--- config.mk ---
export PLATFORM = sky130hd
export DESIGN_NAME = return_stack
export DESIGN_NICKNAME = d
export VERILOG_FILES = /design/src/rtl/return_stack_pkg.sv /design/src/rtl/return_stack_stack_mem.sv /design/src/rtl/return_stack.sv
export SDC_FILE = /design/constraint.sdc
export NUM_CORES = 1
export LEC_CHECK = 0
export CAP_MARGIN = 40
export CORE_ASPECT_RATIO = 0.7
export CORE_UTILIZATION = 55
export DETAILED_ROUTE_END_ITERATION = 16
export MAX_ROUTING_LAYER = met4
export PLACE_DENSITY_LB_ADDON = 0.15
export SLEW_MARGIN = 15
export SYNTH_ARGS = -nofsm -noshare
export SYNTH_HDL_FRONTEND = slang
export SYNTH_HIERARCHICAL = 1
export SYNTH_SLANG_ARGS = --single-unit
--- constraint.sdc ---
create_clock -name clk -period 2.94 [get_ports clk]
set_input_delay 0.735 -clock clk [delete_from_list [all_inputs] [get_ports clk]]
set_output_delay 0.735 -clock clk [all_outputs]
set_load 0.1 [all_outputs]
--- src/rtl/return_stack_pkg.sv ---
// Shared definitions for the return-address stack: default sizes,
// the {push, pop} command encoding and a width helper for the occupancy count.
package return_stack_pkg;

    localparam int DEFAULT_ADDR_W = 12;
    localparam int DEFAULT_DEPTH  = 8;

    // Command decoded from the concatenation {push, pop}
    typedef enum logic [1:0] {
        CMD_NOP  = 2'b00,
        CMD_POP  = 2'b01,
        CMD_PUSH = 2'b10,
        CMD_SWAP = 2'b11
    } cmd_e;

    // The count must be able to hold the value DEPTH itself, hence the extra bit
    function automatic int count_width(input int depth);
        return $clog2(depth) + 1;
    endfunction

endpackage

--- src/rtl/return_stack_stack_mem.sv ---
// Entry storage for the return stack: a plain register array with one
// synchronous write port and one asynchronous read port, so the top entry
// can reach the PC mux in the same cycle it is addressed.
module stack_mem #(
    parameter int ADDR_W = 12,
    parameter int DEPTH  = 8
) (
    input  logic                     clk,
    input  logic                     wr_en,
    input  logic [$clog2(DEPTH)-1:0] wr_addr,
    input  logic [ADDR_W-1:0]        wr_data,
    input  logic [$clog2(DEPTH)-1:0] rd_addr,
    output logic [ADDR_W-1:0]        rd_data
);

    logic [ADDR_W-1:0] mem [DEPTH];

    // Write port; contents are deliberately left unreset since the count masks stale entries
    always_ff @(posedge clk) begin
        if (wr_en) begin
            mem[wr_addr] <= wr_data;
        end
    end

    assign rd_data = mem[rd_addr];

endmodule

--- src/rtl/return_stack.sv ---
// Return-address stack for the fetch stage. Push stores a return address,
// pop presents the top entry combinationally for a zero-latency PC redirect.
// Overflow overwrites the oldest entry; status flags are sticky for debug.
module return_stack
    import return_stack_pkg::*;
#(
    parameter int ADDR_W = DEFAULT_ADDR_W,
    parameter int DEPTH  = DEFAULT_DEPTH
) (
    input  logic                   clk,
    input  logic                   rst,
    input  logic                   push,
    input  logic                   pop,
    input  logic [ADDR_W-1:0]      pushAddr,
    input  logic                   clrErr,
    output logic [ADDR_W-1:0]      topAddr,
    output logic                   empty,
    output logic                   full,
    output logic [$clog2(DEPTH):0] count,
    output logic                   overflow,
    output logic                   underflow
);

    localparam int SP_W  = $clog2(DEPTH);
    localparam int CNT_W = count_width(DEPTH);

    cmd_e              cmd;
    logic [SP_W-1:0]   sp;
    logic [SP_W-1:0]   sp_next;
    logic [SP_W-1:0]   sp_top;
    logic [SP_W-1:0]   wr_addr;
    logic [CNT_W-1:0]  count_next;
    logic              wr_en;
    logic              mem_we;
    logic              set_over;
    logic              set_under;
    logic              is_empty;
    logic              is_full;
    logic [ADDR_W-1:0] rd_data;

    assign cmd      = cmd_e'({push, pop});
    assign sp_top   = sp - SP_W'(1);
    assign is_empty = (count == '0);
    assign is_full  = (count == CNT_W'(DEPTH));
    assign empty    = is_empty;
    assign full     = is_full;
    assign topAddr  = is_empty ? '0 : rd_data;
    assign mem_we   = wr_en & ~rst;

    // Decode the command into the next pointer/count, the write request and flag set events
    always_comb begin
        sp_next    = sp;
        count_next = count;
        wr_en      = 1'b0;
        wr_addr    = sp;
        set_over   = 1'b0;
        set_under  = 1'b0;
        case (cmd)
            CMD_PUSH: begin
                wr_en   = 1'b1;
                wr_addr = sp;
                sp_next = sp + SP_W'(1);
                if (is_full) begin
                    set_over = 1'b1;
                end else begin
                    count_next = count + CNT_W'(1);
                end
            end
            CMD_POP: begin
                if (is_empty) begin
                    set_under = 1'b1;
                end else begin
                    sp_next    = sp_top;
                    count_next = count - CNT_W'(1);
                end
            end
            CMD_SWAP: begin
                wr_en = 1'b1;
                if (is_empty) begin
                    wr_addr    = sp;
                    sp_next    = sp + SP_W'(1);
                    count_next = CNT_W'(1);
                    set_under  = 1'b1;
                end else begin
                    wr_addr = sp_top;
                end
            end
            default: begin
            end
        endcase
    end

    // Pointer, occupancy and sticky flags; a set event beats a simultaneous clear
    always_ff @(posedge clk) begin
        if (rst) begin
            sp        <= '0;
            count     <= '0;
            overflow  <= 1'b0;
            underflow <= 1'b0;
        end else begin
            sp        <= sp_next;
            count     <= count_next;
            overflow  <= set_over  | (overflow  & ~clrErr);
            underflow <= set_under | (underflow & ~clrErr);
        end
    end

    stack_mem #(
        .ADDR_W (ADDR_W),
        .DEPTH  (DEPTH)
    ) u_stack_mem (
        .clk     (clk),
        .wr_en   (mem_we),
        .wr_addr (wr_addr),
        .wr_data (pushAddr),
        .rd_addr (sp_top),
        .rd_data (rd_data)
    );

endmodule

==> impl_metrics.json <==
{
  "status": "finished, violations left",
  "violations": "DRC, setup timing",
  "drc": 2,
  "fillers": 508,
  "critPathMaxFanout": 6,
  "die_h_um": 78.5,
  "setup_violations": 1,
  "globalplace.congestion": 0.812,
  "antenna_left": 0,
  "r2r-start": "count[3]$_SDFFE_PP0P_",
  "final_util_pct": 71.6,
  "cts_max_level": 3,
  "grt_pass1_wl_um": 13500,
  "rr_worst_depth": 7,
  "ys_seq_area_share_pct": 66.6,
  "whs_ns": 0.459,
  "cp_top_family": "multiplexers",
  "min_to": "underflow$_SDFF_PP0_",
  "core_area_um2": 7970,
  "fin_skew_ns": 0.00773,
  "cts.sinks": 105,
  "grt_start_max_net_pins": 26,
  "crit_buf_inv": 3,
  "syn_inst": 256,
  "clk_path_buf_depth": 2,
  "num_rows": 27,
  "crit_arrival_ns": 2.21,
  "grt_setup_unrepaired": "yes",
  "period_share_pct": 100,
  "synth-seq-cells": 105,
  "clk_latency_ns": 0.34,
  "max_freq_ghz": 0.340,
  "path_cells": "inv_4 > ha_4 > xor2_4 > buf_6 > mux4_2 > mux2_4 > and2_4 > buf_12",
  "r2r_end": "u_stack_mem/mem[5][3]$_DFFE_PP_",
  "syn_avg_cell_area_um2": 18.0,
  "crit_type": "reg2out",
  "firstDrtPassIters": 10,
  "io_buffers": 36,
  "clkTransAtPathRegs_ns": 0.06,
  "vias_per_cell": 5.78,
  "setup_tns_ns": -0.00111,
  "wl_um": 8590,
  "drt-wirelength-per-cell_um": 20.3,
  "synth_cell_type_count": 41,
  "rrSetupSlack_ns": 0.51,
  "min_path_cells": 2,
  "vias": 2450,
  "layout_min_cycle_time_ns": 2.94,
  "postSynth.asyncResetShare_pct": 0,
  "maxCapViolCount": 0,
  "setup_slack_ns": -0.00111,
  "layout-drive-gt1-share_pct": 35.6,
  "worstHoldStart": "underflow$_SDFF_PP0_",
  "antenna_found_initial": 0,
  "area_delta_synth_final_pct": 24.0,
  "cp.required_ns": 2.20,
  "grt_use_total_pct": 22.2,
  "critPathLaunchType": "flop",
  "die-area_um2": 8740,
  "n_antenna_cell": 0,
  "slowest_delay_ns": 0.33,
  "grt_overflow": 0,
  "finalMaxSlewViolations": 0,
  "synth_flop_cell": "edfxtp_1",
  "final_nets": 345,
  "worst_path_max_delay_cell": "dfxtp_2",
  "drtIter0Drc": 220,
  "stdcell_area_um2": 5710,
  "io_pins": 37,
  "postCtsHoldBufs": 0,
  "synth_warnings": 6,
  "syn_nets": 282,
  "cts_tree": "built",
  "synth_edf_count": 96,
  "hold_path_class": "reg2reg",
  "worst_pin_slew_ns": 0.477,
  "die_w_um": 111,
  "end_kind": "primary output",
  "netlist_area_um2": 4600,
  "cts_buffers": 9,
  "clock-root-buffer": "clkbuf_16",
  "placed_cell_area_um2": 5320,
  "dp_hpwl_um": 5490,
  "initial_utilization_pct": 57.7,
  "grt_pass1_vias": 2431,
  "max-slew-margin-rel_pct": 68.0,
  "hold_viol": 0
}
[worst max path at each step]
stage,startpoint,depth (start not counted),end,slack (ns)
2_1_floorplan,count[1]$_SDFFE_PP0P_,7,u_stack_mem/mem[0][0]$_DFFE_PP_,-0.21
3_5_place_dp,push,8,count[3]$_SDFFE_PP0P_,0.12
3_3_place_gp,push,7,count[3]$_SDFFE_PP0P_,0.16
6_report,sp[0]$_SDFFE_PP0P_,8,topAddr[9],-0.001
4_1_cts,sp[0]$_SDFFE_PP0P_,9,topAddr[4],-0.08
5_1_grt,sp[0]$_SDFFE_PP0P_,8,topAddr[9],-0.08
[through the flow]
| stage | std cells | setup slack (ns) |
|---|---|---|
| global placement | 404 | 0.157 |
| floorplan | 256 | -0.214 |
| global route | 424 | -0.0770 |
| CTS | 425 | -0.0818 |
| detailed placement | 404 | 0.120 |
| finish | 424 | -0.00111 |
[sequential cells by signal, indices dropped and copies added (netlist names)]
name and cells:
sp 3, overflow 1, underflow 1, u_stack_mem/mem 96, count 4
[synthesized netlist by cell type (2+ instances only)]
library cell | count | area (um^2)
inv_1 | 8 | 30.0
buf_2 | 2 | 10.0
dfxtp_1 | 9 | 180
mux4_1 | 21 | 552
clkbuf_1 | 5 | 18.8
nand2b_1 | 4 | 25.0
a22oi_1 | 3 | 22.5
o21ai_0 | 4 | 20.0
ha_1 | 9 | 113
xor2_1 | 2 | 17.5
a31oi_1 | 2 | 12.5
or2b_1 | 2 | 15.0
nand2_1 | 6 | 22.5
mux4_2 | 3 | 67.6
nor2_1 | 17 | 63.8
edfxtp_1 | 96 | 2880
or2_2 | 2 | 12.5
a21oi_1 | 7 | 35.0
nor3_1 | 3 | 15.0
mux2_2 | 13 | 146
buf_6 | 5 | 56.3
and2_2 | 2 | 15.0
xnor2_1 | 3 | 26.3
and2_1 | 11 | 68.8
[cells in the final DEF, fill, tap and decap left out, types with 2 or more instances in the layout]
| cell | netlist | layout |
|---|---|---|
| edfxtp_1 | 96 | 96 |
| buf_4 | 0 | 32 |
| nor2_1 | 17 | 17 |
| clkdlybuf4s50_1 | 0 | 16 |
| buf_12 | 0 | 15 |
| mux4_2 | 3 | 13 |
| mux4_1 | 21 | 11 |
| and2_4 | 0 | 10 |
| mux2_2 | 13 | 9 |
| clkbuf_16 | 0 | 9 |
| ha_1 | 9 | 8 |
| a21oi_1 | 7 | 7 |
| inv_1 | 8 | 6 |
| nand2_1 | 6 | 6 |
| dfxtp_1 | 9 | 6 |
| o21ai_0 | 4 | 4 |
| nand2b_1 | 4 | 4 |
| mux2_4 | 0 | 4 |
| xnor2_1 | 3 | 3 |
| and2_1 | 11 | 3 |
| a22oi_1 | 3 | 3 |
| dfxtp_2 | 0 | 3 |
| a31oi_1 | 2 | 2 |
| or2_2 | 2 | 2 |
| or2b_1 | 2 | 2 |
| bufinv_16 | 0 | 2 |
| clkinv_2 | 0 | 2 |
| buf_6 | 5 | 2 |
| nor3_2 | 0 | 2 |
[final cells by class]
cell class,instances,area (um^2),area share [%]
Clock buffer,9,225,3.95
Clock inverter,6,82.6,1.45
Inverter,9,48.8,0.855
Multi-Input combinational cell,129,1430,25.1
Sequential cell,105,3070,53.7
Tap cell,101,126,2.21
Timing Repair Buffer,65,723,12.7
[tightest hold or removal path, delay by kind of cell, from the launching register on]
family | cells | cell delay, ns
compound gates | 1 | 0.05
simple gates | 1 | 0.05
flops | 1 | 0.31
[timing repair]
item | CTS | global route
setup buffers | 4 | 2
cloned | 2 | 0
resized for setup | 16 | 23
pin swaps | 1 | 1
setup endpoints to repair | 12 | 12
[cells by family after synthesis]
kind of cell,after synthesis,synth area share [%]
xor+xnor,5,0.952
mux,39,17.4
compound gates,24,3.54
fa+ha+maj,9,2.45
buf+inv,22,3.16
flops,105,66.6
simple gates,52,5.96
[metal layers]
layer | track usage [%] | wire length (um)
met1 | 31.7 | 4080
met2 | 32.3 | 3970
met3 | 5.10 | 489
met4 | 6.35 | 46
met5 | - | 0
Power is left out: the tool's default activity adds up to more than one toggle a clock period on the data nets, which glitch-free logic cannot reach.
